[config.mk]
export PLATFORM = sky130hd
export DESIGN_NAME = vram_slot_arbiter
export DESIGN_NICKNAME = d
export VERILOG_FILES = /design/src/rtl/vram_slot_arbiter.sv
export SDC_FILE = /design/constraint.sdc
export NUM_CORES = 1
export LEC_CHECK = 0
export ABC_AREA = 0
export CELL_PAD_IN_SITES_DETAIL_PLACEMENT = 1
export CELL_PAD_IN_SITES_GLOBAL_PLACEMENT = 1
export CORE_ASPECT_RATIO = 0.8
export CORE_UTILIZATION = 36
export CTS_CLUSTER_SIZE = 20
export DETAILED_ROUTE_END_ITERATION = 8
export PLACE_DENSITY = 0.89
export SLEW_MARGIN = 20
export SYNTH_ARGS = -nofsm -noshare
export SYNTH_HDL_FRONTEND = slang
export SYNTH_SLANG_ARGS = --single-unit
[constraint.sdc]
create_clock -name CLOCK -period 2.5 [get_ports CLOCK]
set_clock_uncertainty 0.2 [all_clocks]
set_input_delay 0.5 -clock CLOCK [delete_from_list [all_inputs] [get_ports CLOCK]]
set_output_delay 0.5 -clock CLOCK [all_outputs]
set_load 0.02 [all_outputs]
[src/rtl/vram_slot_arbiter.sv]
// Shares one 64 KB RAM between CRTC video fetch and Z80 accesses on a fixed 16-cycle slot.
// Phases 0..8 always belong to video; phases 8..12 carry at most one CPU access.
module vram_slot_arbiter #(
  parameter int RAM_LAT = 1
) (
  input  logic        CLOCK,
  input  logic        nRESET,
  output logic        CRTC_CLKEN,
  input  logic [13:0] MA,
  input  logic [4:0]  RA,
  input  logic        CPU_REQ,
  input  logic        CPU_WE,
  input  logic [15:0] CPU_ADDR,
  input  logic [7:0]  CPU_DO,
  output logic [7:0]  CPU_DI,
  output logic        CPU_ACK,
  output logic        CPU_WAIT_n,
  output logic [15:0] RAM_ADDR,
  output logic        RAM_WE,
  output logic [7:0]  RAM_DO,
  input  logic [7:0]  RAM_DI,
  output logic [15:0] VID_DATA,
  output logic        VID_STB
);

  localparam logic [3:0] PH_VA0   = 4'd0;
  localparam logic [3:0] PH_VA1   = 4'd4;
  localparam logic [3:0] PH_VID   = 4'd7;
  localparam logic [3:0] PH_CPU   = 4'd8;
  localparam logic [3:0] PH_WE    = 4'd9;
  localparam logic [3:0] PH_ACK   = 4'd11;
  localparam logic [3:0] PH_DONE  = 4'd12;
  localparam logic [3:0] PH_CLKEN = 4'd14;
  localparam logic [3:0] PH_B0    = 4'(1 + RAM_LAT);
  localparam logic [3:0] PH_B1    = 4'(5 + RAM_LAT);
  localparam logic [3:0] PH_RD    = 4'(9 + RAM_LAT);

  typedef enum logic [1:0] {
    CPU_IDLE,
    CPU_GRANTED
  } cpu_state_t;

  cpu_state_t  cpu_state;
  cpu_state_t  cpu_state_next;
  logic [3:0]  ph;
  logic        cpu_we_l;
  logic [7:0]  byte0;
  logic [7:0]  byte1;
  logic        grant_take;
  logic        we_set;
  logic        ack_set;
  logic        di_take;
  logic [15:0] va0;
  logic [15:0] va1;
  logic        unused_bits;

  // MA[11:10] and RA[4:3] do not take part in the video address.
  assign va0         = {MA[13:12], RA[2:0], MA[9:0], 1'b0};
  assign va1         = {MA[13:12], RA[2:0], MA[9:0], 1'b1};
  assign unused_bits = ^{MA[11:10], RA[4:3]};

  // WAIT is released combinationally in the ACK cycle.
  assign CPU_WAIT_n = ~(CPU_REQ & ~CPU_ACK);

  always_ff @(posedge CLOCK or negedge nRESET) begin
    if (!nRESET) begin
      ph         <= 4'd0;
      CRTC_CLKEN <= 1'b0;
      VID_STB    <= 1'b0;
    end else begin
      ph         <= ph + 4'd1;
      CRTC_CLKEN <= (ph == PH_CLKEN);
      VID_STB    <= (ph == PH_VID);
    end
  end

  always_ff @(posedge CLOCK or negedge nRESET) begin
    if (!nRESET) begin
      cpu_state <= CPU_IDLE;
    end else begin
      cpu_state <= cpu_state_next;
    end
  end

  always_comb begin
    cpu_state_next = cpu_state;
    grant_take     = 1'b0;
    we_set         = 1'b0;
    ack_set        = 1'b0;
    di_take        = 1'b0;
    case (cpu_state)
      CPU_IDLE: begin
        if ((ph == PH_CPU) && CPU_REQ) begin
          grant_take     = 1'b1;
          cpu_state_next = CPU_GRANTED;
        end
      end
      CPU_GRANTED: begin
        we_set  = cpu_we_l && (ph == PH_WE);
        ack_set = (ph == PH_ACK);
        di_take = !cpu_we_l && (ph == PH_RD);
        if (ph == PH_DONE) begin
          cpu_state_next = CPU_IDLE;
        end
      end
      default: cpu_state_next = CPU_IDLE;
    endcase
  end

  // Without a grant the address simply holds VA(1) until the next slot.
  always_ff @(posedge CLOCK or negedge nRESET) begin
    if (!nRESET) begin
      RAM_ADDR <= 16'd0;
      RAM_DO   <= 8'd0;
      RAM_WE   <= 1'b0;
      cpu_we_l <= 1'b0;
    end else begin
      RAM_WE <= we_set;
      if (ph == PH_VA0) begin
        RAM_ADDR <= va0;
      end else if (ph == PH_VA1) begin
        RAM_ADDR <= va1;
      end else if (grant_take) begin
        RAM_ADDR <= CPU_ADDR;
        RAM_DO   <= CPU_DO;
        cpu_we_l <= CPU_WE;
      end
    end
  end

  // With RAM_LAT=2 byte1 arrives on the same edge that publishes VID_DATA.
  always_ff @(posedge CLOCK or negedge nRESET) begin
    if (!nRESET) begin
      byte0    <= 8'd0;
      byte1    <= 8'd0;
      VID_DATA <= 16'd0;
    end else begin
      if (ph == PH_B0) begin
        byte0 <= RAM_DI;
      end
      if (ph == PH_B1) begin
        byte1 <= RAM_DI;
      end
      if (ph == PH_VID) begin
        VID_DATA <= {((PH_B1 == PH_VID) ? RAM_DI : byte1), byte0};
      end
    end
  end

  always_ff @(posedge CLOCK or negedge nRESET) begin
    if (!nRESET) begin
      CPU_ACK <= 1'b0;
      CPU_DI  <= 8'd0;
    end else begin
      CPU_ACK <= ack_set;
      if (di_take) begin
        CPU_DI <= RAM_DI;
      end
    end
  end

endmodule

==> flow_summary.toml, run 1 <==
[global_route]
grt_use_met2 = 0.294
grtUsageMet3 = 0.0614
gr-usage-met1 = 0.206
groute.usage.overall = 0.172
overflow = 0
grt_pass1_wl_mm = 11.6
busiest_layer = "met2"
antenna_found_initial = 0
grt_pass1_vias = 2218
grt_max_degree = 75

[placed_design]
dpl_worst_slack_ps = 36.8
io_buffers = 103
dpl-instance-area_um2 = 4260
dp_hpwl_mm = 4.99
routabilityCongestion = 0.746

[clocking]
cts-root-buf = "clkbuf_8"
numCtsBuffers = 9
cts.sinks = 74
cts_resized = 0
cts-hold-fix-buffers = 0
post_cts_buffers = 0
cts_max_level = 3
path_clk_slew_ps = 70
tritoncts = "done"
cts_buffer_depth = 2
insertion_delay_ps = 340

[pwr]
powerDensity_nw_per_um2 = 575
power.switching_uw = 601
ir_drop_mv = 0.378
p_clk_frac = 0.350
p_leak_uw = 0.00188
p_seq_frac = 0.507
finalPower_uw = 2560
p_comb_frac = 0.143
sw_frac_of_total = 0.235
intPower_uw = 1960

[floorplanning]
row_count = 29
die-area_um2 = 8960
start_util = 0.380
io_pins = 108
die_h_um = 84.9
fp.coreArea_um2 = 8130
die_w_um = 106

[sta]
tns_ps = 0
drv_slew = 0
setup_viol = 0
period_share = 0.954
timing.fmax_mhz = 419
worst_pin_slew_ps = 914
max_slew_margin = 0.391
hold_viol_final = 0
fin_crit_ps = 2380
layout_setup_ws_ps = 115
rsz0062_at_grt = "false"

[worst_setup_path]
rrSetupSlack_ps = 260
cp_max_fo = 4
crit_type = "in2out"
endpoint_kind = "primary output"
worstSetupStartpointType = "primary input"
worstPathArrival_ps = 1680
worstPathRequired_ps = 1800

[outcome]
status = "finished, final reports clean"

[drt]
vias = 1999
via_per_inst = 4.77
ant_nets = 0
drc = 0
dr.first_iter.drc_count = 25
routedWlPerCell_um = 16.6
first_pass_iters = 2
drt_wl_total_mm = 6.95

[yosys]
synth_top_area_cell = "dfrtp_1"
synth.avg_cell_area_um2 = 16.0
synth_warnings = 0
synth_top_area_frac = 0.599
synthDistinctLibCells = 27
ys_seq_elements = 74
synth_commonest_cells = "dfrtp_1 (74), mux2_2 (69), mux2_4 (10), inv_1 (5)"
synth-main-ff-cell = "dfrtp_1"
seq_area_frac_synth = 0.599
synth_nets = 252
ys_top_cells_by_area = "dfrtp_1 (60%), mux2_2 (25%), mux2_4 (4.9%)"
syn_area_um2 = 3090
synth.most_common_cell = "dfrtp_1"
ys_async_sr_fraction = 1.00
syn_inst = 193
synth_edf_count = 0

[finish]
antenna_cells = 0
multi_input_area_um2 = 1160
fill_cells = 812
regArea_um2 = 1850
nets = 366
utilization = 0.547
final_area_um2 = 4450
drive_gt1_frac = 0.341
syn_to_final_growth_pct = 44.0

[job]
maxCapViolations = 0

[min_path]
hold_path_class = "in2async"
## stage by stage
stage	instances	hold WS [ps]
final	419	84.0
after global routing	419	159
after CTS	419	122
after detailed placement	404	292
after global placement	404	283
after floorplan	193	4.41
## placed cells by master (no fill, tap or decap), types with 2 or more instances in the layout
cell type,n
a31oi_1,2
buf_4,6
clkbuf_8,10
clkdlybuf4s50_1,102
clkinv_2,2
clkinvlp_4,2
dfrtp_1,74
ha_1,4
inv_1,5
mux2_2,69
mux2_4,10
nand2_1,4
nand3b_1,2
nor2_1,2
nor2b_1,2
## critical path, stage by stage
cell and delay [ps]:
clkdlybuf4s50_1 480, nand2b_1 100, clkdlybuf4s50_1 600
## state kept, by name (all words and copies together), names as in the netlist, 4 cells and up
name      count
RAM_ADDR     16
VID_DATA     16
CPU_DI        8
RAM_DO        8
byte0         8
byte1         8
ph            4
## cells by family (layout without fill, tap and decap cells)
kind of cell | after synthesis | after routing | share of synthesized area
xor gates and xnor gates | 2 | 2 | 0.00567
and+or+nand+nor | 19 | 19 | 0.0429
adders and majority gates | 4 | 4 | 0.0162
DFF | 74 | 74 | 0.599
muxes | 79 | 79 | 0.300
AOI/OAI and AO/OA | 4 | 4 | 0.0122
buffers and inverters | 11 | 129 | 0.0235
## power by group through the flow
stage	registers [uW]	clock network, uW	logic (uW)
final	1300	896	365
after global routing	1310	984	391
after CTS	1300	930	372
after detailed placement	1320	0	370
after global placement	1320	0	360
after floorplan	1380	0	76.5
## routing by layer
metal  part of all wire  up-vias
met5                  0        -
met4             0.0094        0
met3              0.064        8
met2               0.50       66
met1               0.43     1014
li1                   -      911
## area by class of cell
type                            count  area share
Clock buffer                       10      0.0309
Clock inverter                      5      0.0124
Inverter                            5     0.00422
Multi-Input combinational cell    108       0.262
Sequential cell                    74       0.416
Tap cell                          108      0.0304
Timing Repair Buffer              109       0.244
## final timing paths
check / cells after the start / endpoint / start
worst min-delay path: 1 / RAM_DO[7]$_DFFE_PN0P_ / nRESET
max in group asynchronous: 1 / VID_DATA[9]$_DFFE_PN0P_ / nRESET
worst max register to register: 6 / RAM_ADDR[14]$_DFFE_PN0P_ / ph[0]$_DFF_PN0_
worst max-delay path: 3 / CPU_WAIT_n / CPU_REQ
worst min register to register: 1 / byte1[2]$_DFFE_PN0N_ / byte1[2]$_DFFE_PN0N_
min in group CLOCK: 1 / byte1[2]$_DFFE_PN0N_ / byte1[2]$_DFFE_PN0N_
Power figures use the tool's default switching activity.
==> inputs of run 2 (changes only) <==
Settings changed: SLEW_MARGIN 20 to 10.
==> results of run 2 <==
Final layout, timing and power as in run 1 (identical DEF).
==> inputs of run 3 (changes only) <==
Settings changed: PLACE_DENSITY 0.89 to unset, PLACE_DENSITY_LB_ADDON set to 0.15.
==> run 3 against run 2 <==
Via count is 1.6% lower. Critical path depth is the same. Core utilization rose by 0.94 points. Critical path type unchanged.
==> flow_summary.toml, run 3 (synthesized netlist as in run 1, its figures left out) <==
[sta]
drv_slew = 0
worst_pin_slew_ps = 497
holdWs_ps = 306
rsz0062_at_grt = "false"
layout_setup_ws_ps = 136
timing.fmax_mhz = 423
max_slew_margin = 0.669
period_share = 0.945
tns_ps = 0
fin_crit_ps = 2360
setup_viol = 0
hold_viol_final = 0

[global_route]
grt_max_degree = 39
grt_pass1_wl_mm = 11.2
groute.usage.overall = 0.164
grt_pass1_vias = 2101
overflow = 0
antenna_found_initial = 0

[floorplanning]
start_util = 0.380
die-area_um2 = 8960
die_h_um = 84.9
row_count = 29
fp.coreArea_um2 = 8130
die_w_um = 106
io_pins = 108

[drt]
via_per_inst = 4.66
first_pass_iters = 3
ant_nets = 0
drc = 0
drt_wl_total_mm = 6.71
routedWlPerCell_um = 15.9
dr.first_iter.drc_count = 21
vias = 1967

[worst_setup_path]
worstReg2RegStart = "ph[0]$_DFF_PN0_"
rrSetupSlack_ps = 370
endpoint_kind = "primary output"
worstPathArrival_ps = 1660
endpoint = "CPU_WAIT_n"
cp-startpoint = "CPU_REQ"
crit_type = "in2out"
worstSetupStartpointType = "primary input"
cp_max_fo = 3
rr_worst_depth = 6
r2r_end = "RAM_ADDR[7]$_DFFE_PN0P_"
worstPathRequired_ps = 1800

[pwr]
p_seq_frac = 0.472
ir_drop_mv = 0.393
p_leak_uw = 0.00192
sw_frac_of_total = 0.221
p_comb_frac = 0.134
power.switching_uw = 608
powerDensity_nw_per_um2 = 608
intPower_uw = 2140
p_clk_frac = 0.394

[finish]
utilization = 0.557
nets = 369
drive_gt1_frac = 0.341
syn_to_final_growth_pct = 46.5
fill_cells = 818
layout_common_cells = "clkdlybuf4s50_1 (102), dfrtp_1 (74), mux2_2 (69)"
antenna_cells = 0
top_regs = "RAM_ADDR x16, VID_DATA x16"
final_common_cell = "clkdlybuf4s50_1"

[placed_design]
routabilityCongestion = 0.696
io_buffers = 103
dpl_worst_slack_ps = 40.3
dp_hpwl_mm = 4.81

[min_path]
hold_path_class = "reg2reg"
hp-start = "VID_DATA[15]$_DFFE_PN0P_"

[clocking]
cts_max_level = 3
path_clk_slew_ps = 80
tritoncts = "done"
cts-root-buf = "clkbuf_8"
cts_buffer_depth = 2
cts_resized = 0
insertion_delay_ps = 340
numCtsBuffers = 9
cts.sinks = 74

[job]
maxCapViolations = 0

[outcome]
status = "finished, final reports clean"
-- run 3: how the worst min path moves through the flow --
stage	endpoint	slack (ps)	depth (start not counted)
detailed placement	VID_DATA[1]$_DFFE_PN0P_	290	1
global route	VID_DATA[11]$_DFFE_PN0P_	330	1
global placement	VID_DATA[8]$_DFFE_PN0P_	280	1
floorplan	CPU_ACK$_DFF_PN0_	4	0
finish	VID_DATA[15]$_DFFE_PN0P_	310	1
CTS	VID_DATA[11]$_DFFE_PN0P_	310	1
-- run 3: per-stage QoR --
| stage | total power [uW] | cells | instance area (um^2) |
|---|---|---|---|
| 3_5_place_dp | 1690 | 406 | 4280 |
| 3_3_place_gp | 1680 | 406 | 4280 |
| 2_1_floorplan | 1460 | 193 | 3090 |
| 4_1_cts | 2790 | 422 | 4530 |
| 5_1_grt | 2870 | 422 | 4530 |
| 6_report | 2750 | 422 | 4530 |
-- run 3: power by group through the flow --
stage / Sequential [uW] / Combinational, uW / Clock, uW
finish: 1300 / 369 / 1080
global route: 1310 / 395 / 1170
CTS: 1300 / 376 / 1120
detailed placement: 1320 / 373 / 0
global placement: 1320 / 367 / 0
floorplan: 1380 / 76.5 / 0
-- run 3: what timing repair did --
action,4_1_cts,5_1_grt
endpoints found under the hold margin,36,0
buffers inserted,0,0
hold buffers,1,0
-- run 3: area by class of cell --
type	count	area [um^2]	share of cell area
clock buffer	10	128	0.0282
clock inverter	5	104	0.0229
timing repair buffer	112	1120	0.248
sequential	74	1850	0.409
inverter	5	18.8	0.00415
multi-input combinational	108	1160	0.257
tap	108	135	0.0299
-- run 3: metal layers --
metal | vias to the layer above | share of wire | wire, um | global-route usage
li1 | 907 | - | - | -
met1 | 998 | 0.46 | 3100 | 0.217
met2 | 57 | 0.48 | 3200 | 0.260
met3 | 5 | 0.051 | 344 | 0.0561
met4 | 0 | 0.0089 | 60 | 0.0417
met5 | - | 0 | 0 | 0
-- run 3: critical path, stage by stage --
cell and delay, ps:
clkdlybuf4s50_1 450, nand2b_1 100, clkdlybuf4s50_1 610
